## src/rtl/tc_to_sm_pkg.sv

```systemverilog
// Shared types and constants for the two's-complement to sign-magnitude decoder.
package tc_to_sm_pkg;

  typedef enum logic [1:0] {
    IDLE = 2'd0,
    BUSY = 2'd1,
    DONE = 2'd2
  } state_e;

  localparam int DEFAULT_WIDTH = 8;

  // Bit-counter width; it must count 0..WIDTH-1.
  function automatic int cnt_width(input int width);
    return (width <= 2) ? 1 : $clog2(width);
  endfunction

endpackage

```

## src/rtl/tc_to_sm_half_adder.sv

```systemverilog
// Single-bit half adder used as the serial carry cell of the decoder.
module tc_to_sm_half_adder (
  input  logic a_i,
  input  logic b_i,
  output logic sum_o,
  output logic carry_o
);

  assign sum_o   = a_i ^ b_i;
  assign carry_o = a_i & b_i;

endmodule

```

## src/rtl/tc_to_sm.sv

```systemverilog
// Bit-serial two's-complement to sign-magnitude decoder, one bit per clock, LSB first.
// Optional overflow flag for the most-negative operand is enabled by TC2SM_OVF_EN.
module tc_to_sm
  import tc_to_sm_pkg::*;
#(
  parameter int WIDTH = DEFAULT_WIDTH
) (
  input  logic             clk,
  input  logic             reset,
  input  logic             in_valid,
  output logic             in_ready,
  input  logic [WIDTH-1:0] operand,
  output logic             out_valid,
  input  logic             out_ready,
  output logic             sign,
  output logic [WIDTH-1:0] magnitude
`ifdef TC2SM_OVF_EN
  ,
  output logic             ovf
`endif
);

  localparam int CW = cnt_width(WIDTH);
  localparam logic [CW-1:0] LAST_BIT = CW'(WIDTH - 1);
  localparam logic [WIDTH-1:0] MOST_NEG = {1'b1, {(WIDTH-1){1'b0}}};

  state_e           state_q;
  logic [WIDTH-1:0] shreg_q;
  logic [WIDTH-1:0] mag_q;
  logic [WIDTH-1:0] mag_d;
  logic [CW-1:0]    cnt_q;
  logic             sign_q;
  logic             carry_q;
  logic             in_ready_q;
  logic             out_valid_q;
  logic             x_bit;
  logic             sum_bit;
  logic             cout_bit;
`ifdef TC2SM_OVF_EN
  logic             ovf_q;
`endif

  // Conditional inversion plus the +1 seeded through the initial carry.
  assign x_bit = shreg_q[0] ^ sign_q;

  tc_to_sm_half_adder u_ha (
    .a_i    (x_bit),
    .b_i    (carry_q),
    .sum_o  (sum_bit),
    .carry_o(cout_bit)
  );

  assign mag_d = {sum_bit, mag_q[WIDTH-1:1]};

  always_ff @(posedge clk) begin
    if (reset) begin
      state_q     <= IDLE;
      shreg_q     <= '0;
      mag_q       <= '0;
      cnt_q       <= '0;
      sign_q      <= 1'b0;
      carry_q     <= 1'b0;
      in_ready_q  <= 1'b1;
      out_valid_q <= 1'b0;
`ifdef TC2SM_OVF_EN
      ovf_q       <= 1'b0;
`endif
    end else begin
      case (state_q)
        IDLE: begin
          if (in_valid) begin
            shreg_q    <= operand;
            sign_q     <= operand[WIDTH-1];
            carry_q    <= operand[WIDTH-1];
            cnt_q      <= '0;
            in_ready_q <= 1'b0;
            state_q    <= BUSY;
          end
        end
        BUSY: begin
          shreg_q <= shreg_q >> 1;
          mag_q   <= mag_d;
          carry_q <= cout_bit;
          cnt_q   <= cnt_q + 1'b1;
          if (cnt_q == LAST_BIT) begin
            out_valid_q <= 1'b1;
            state_q     <= DONE;
`ifdef TC2SM_OVF_EN
            // Only -2^(WIDTH-1) yields this magnitude; positives top out one lower.
            ovf_q       <= (mag_d == MOST_NEG);
`endif
          end
        end
        DONE: begin
          if (out_ready) begin
            out_valid_q <= 1'b0;
            in_ready_q  <= 1'b1;
            state_q     <= IDLE;
`ifdef TC2SM_OVF_EN
            ovf_q       <= 1'b0;
`endif
          end
        end
        default: begin
          out_valid_q <= 1'b0;
          in_ready_q  <= 1'b1;
          state_q     <= IDLE;
        end
      endcase
    end
  end

  assign in_ready  = in_ready_q;
  assign out_valid = out_valid_q;
  assign sign      = sign_q;
  assign magnitude = mag_q;
`ifdef TC2SM_OVF_EN
  assign ovf       = ovf_q;
`endif

endmodule

```

## config.mk

```make
export PLATFORM = sky130hd
export DESIGN_NAME = tc_to_sm
export DESIGN_NICKNAME = d
export VERILOG_FILES = /design/src/rtl/tc_to_sm_pkg.sv /design/src/rtl/tc_to_sm_half_adder.sv /design/src/rtl/tc_to_sm.sv
export SDC_FILE = /design/constraint.sdc
export NUM_CORES = 1
export LEC_CHECK = 0
export ABC_AREA = 1
export BUFFER_PORTS_ARGS = -buffer_cell sky130_fd_sc_hd__buf_2
export CORE_MARGIN = 4
export CORE_UTILIZATION = 42
export DETAILED_ROUTE_END_ITERATION = 8
export GPL_TIMING_DRIVEN = 0
export HOLD_SLACK_MARGIN = 0.05
export PLACE_DENSITY = 0.6
export SKIP_CTS_REPAIR_TIMING = 1
export SLEW_MARGIN = 20
export SYNTH_ARGS = -nofsm -noshare
export SYNTH_HDL_FRONTEND = slang
export SYNTH_SLANG_ARGS = --single-unit
```

## constraint.sdc

```tcl
create_clock -name clk -period 1.29 [get_ports clk]
set_input_delay 0 -clock clk [delete_from_list [all_inputs] [get_ports clk]]
set_output_delay 0 -clock clk [all_outputs]
set_load 0.01 [all_outputs]
```

==> results.md <==
* Vias per inst at 4.69
* Reg power frac at 56.0%
* Vias in the first global route at 900
* Clock share of power at 23.0%
* Setup TNS Final at 0 ns
* # DRC at 0
* Width of the die at 59.7 um
* P_leak at 0.672 nW
* Crit-path max FO at 10
* Max-cap violations at 0
* CTS H-Tree Depth at 1
* GR Util met3 at 2.59%
* Unrepaired setup endpoints after global routing: no
* First-pass GRT wire length at 3740 um
* Routed Antenna Nets at 0
* Worst Path Class, Setup: reg2reg
* Clk sinks at 25
* Reg2reg path depth at 4
* Worst-Skew Late Latency at 0.32 ns
* Worst hold path cell count at 2
* FF+latch count, synth at 25
* Worst-path clk slew at 0.14 ns
* GR Layer Usage met2 at 23.9%
* DP Wirelength at 1620 um
* Total GRT Usage at 13.7%
* FP Rows at 18
* Buffers on Ports at 21
* Synth unique cells at 18
* Met1 usage at 16.2%
* Layout cells sized above 1 at 27.2%
* Crit path launch type: flip-flop
* Register area share after synthesis at 44.6%
* Largest net degree at the start of global routing at 15
* Hold Path Class: reg2reg
* Core area at 0.00252 mm^2
* Critical R2R Launch: state_q[0]$_SDFFE_PP0P_
* Worst Hold Endpoint: in_ready$_SDFFE_PP1P_
* Sw frac at 29.1%
* Routed WL at 2310 um
* Crit path DAT at 1.44 ns
* Total grt overflow at 0
* Commonest non-fill, non-tap cell in the layout: nor2_1
* Internal Dissipation at 1.09 mW
* CTS root buf: clkbuf_4
* RR Endpoint: cnt_q[1]$_SDFFE_PP0P_
* CP required at 1.55 ns
* Hold Fails Final Rpt at 0
* Initial antenna violation count at 0
* Combinational fraction of design power at 20.9%
* Most frequent cells in the layout: nor2_1, nand2_1, dfxtp_1
* First drt pass iteration count at 4
* Area grow syn2layout at 25.0%
* Setup violators final at 0
* Die H at 59.7 um
* Post-Syn Area at 0.00112 mm^2
* Fill cell count at 270
* Die area at 0.00356 mm^2
* Starting Density at 44.5%
* Crit. End Element: flip-flop
* Placer Congestion at 0.731
* Synth warn at 0
* CTS Buf Count at 3
* Final net count at 200
* Pins Over Slew Limit at 0
* Syn Nets at 163
* Total Power at 1.53 mW
* CTS Buffer Depth at 2
* Period utilization at 91.1%
* Hold Startpoint: in_ready$_SDFFE_PP1P_
* Mapped Cells at 148
* # placed instances at 199
* Outcome: finished clean
* DR iter-0 viols at 30
* VDD IR max at 0.000586 V
* # diodes at 0
* Vias at 1003
* P per Cell Area at 1090 mW/mm^2
* Top-Level Pins at 23
* GR peak layer: met2
* Average wire per standard cell at 10.8 um
* Worst Clk Skew at 0.00162 ns
* Mapped Avg Cell Area at 7.58 um^2
* CTS tree: done
* Worst slew pin tran at 0.335 ns
* Fmax at 0.851 GHz
* P_sw at 0.446 mW
* Crit path time final at 1.17 ns
* R2R setup slack at 0.12 ns
* Max transition margin at 77.6%
* Post-route insts no fill at 214
==> through the flow <==
stage / worst slack [ns] / utilization (%) / instance area, um^2 / hold slack, ns
after global routing: 0.00165 / 55.6 / 1400 / 0.488
final: 0.115 / 55.6 / 1400 / 0.467
after floorplan: 0.218 / - / 1120 / 0.165
after detailed placement: 0.119 / 50.1 / 1260 / 0.282
after global placement: 0.144 / 50.1 / 1260 / 0.270
after CTS: 0.0799 / 51.2 / 1290 / -0.0686
==> critical path: stages, from the launching register on <==
cell and delay (ns):
dfxtp_1 0.41, o21ai_4 0.32, buf_6 0.20, nand2_1 0.07
a21oi_2 0.11
==> power groups by stage <==
stage | registers, mW | clock network [mW] | logic, mW
finish | 0.860 | 0.353 | 0.321
global route | 0.869 | 0.402 | 0.366
CTS | 0.860 | 0.361 | 0.301
detailed placement | 0.877 | 0 | 0.299
global placement | 0.876 | 0 | 0.291
floorplan | 0.887 | 0 | 0.199
==> cell type report <==
class	count	area [um^2]	share of cell area, %
well taps	30	37.5	2.68
repair buffers	32	215	15.3
plain buffers	6	55.1	3.93
inverters	11	41.3	2.94
clock buffers	3	22.5	1.61
clock inverters	1	5.00	0.357
flip-flops and latches	25	500	35.7
multi-input cells	106	526	37.5
==> flip-flops by register name, indices dropped and copies added (netlist names) <==
register	count
magnitude	8
carry_q	1
state_q	2
out_valid	1
shreg_q	8
cnt_q	3
sign	1
in_ready	1
==> Yosys cell counts <==
| library cell | instances | area share, % |
|---|---|---|
| nor2_1 | 36 | 12 |
| nand2_1 | 31 | 10 |
| dfxtp_1 | 25 | 45 |
| inv_1 | 9 | 3.0 |
| o21ai_0 | 9 | 4.0 |
| nand2_2 | 7 | 3.9 |
| a21oi_1 | 6 | 2.7 |
| o21ai_2 | 6 | 4.7 |
| buf_6 | 4 | 4.0 |
| ha_1 | 3 | 3.3 |
| a21oi_2 | 2 | 1.6 |
| buf_2 | 2 | 0.89 |
| inv_2 | 2 | 0.67 |
| nand3_1 | 2 | 0.89 |
| nor2_2 | 1 | 0.56 |
| o21ai_4 | 1 | 1.4 |
| or2_1 | 1 | 0.56 |
| xor2_1 | 1 | 0.78 |
==> how the worst max path moves through the flow <==
stage	from	endpoint	slack, ns
after CTS	state_q[0]$_SDFFE_PP0P_	cnt_q[1]$_SDFFE_PP0P_	0.08
after global placement	state_q[0]$_SDFFE_PP0P_	cnt_q[1]$_SDFFE_PP0P_	0.14
after global routing	state_q[0]$_SDFFE_PP0P_	shreg_q[6]$_SDFFE_PP0P_	0.002
after floorplan	sign$_SDFFE_PP0P_	magnitude[7]$_SDFFE_PP0P_	0.22
after detailed placement	state_q[0]$_SDFFE_PP0P_	cnt_q[1]$_SDFFE_PP0P_	0.12
final	state_q[0]$_SDFFE_PP0P_	cnt_q[1]$_SDFFE_PP0P_	0.12
==> layer usage <==
layer  wire, um  vias up
met5          0        -
met4         32        0
met3         82        4
met2       1120       14
met1       1080      455
li1           -      530
==> cells by family (layout without fill, tap and decap cells) <==
kind of cell / Yosys count / in the layout / synth area share [%]
flops: 25 / 25 / 44.6
buf+inv: 17 / 53 / 8.58
xor+xnor: 1 / 1 / 0.781
compound gates: 24 / 24 / 14.4
simple gates: 78 / 78 / 28.3
fa+ha+maj: 3 / 3 / 3.34
(Power assumes the default switching activity.)
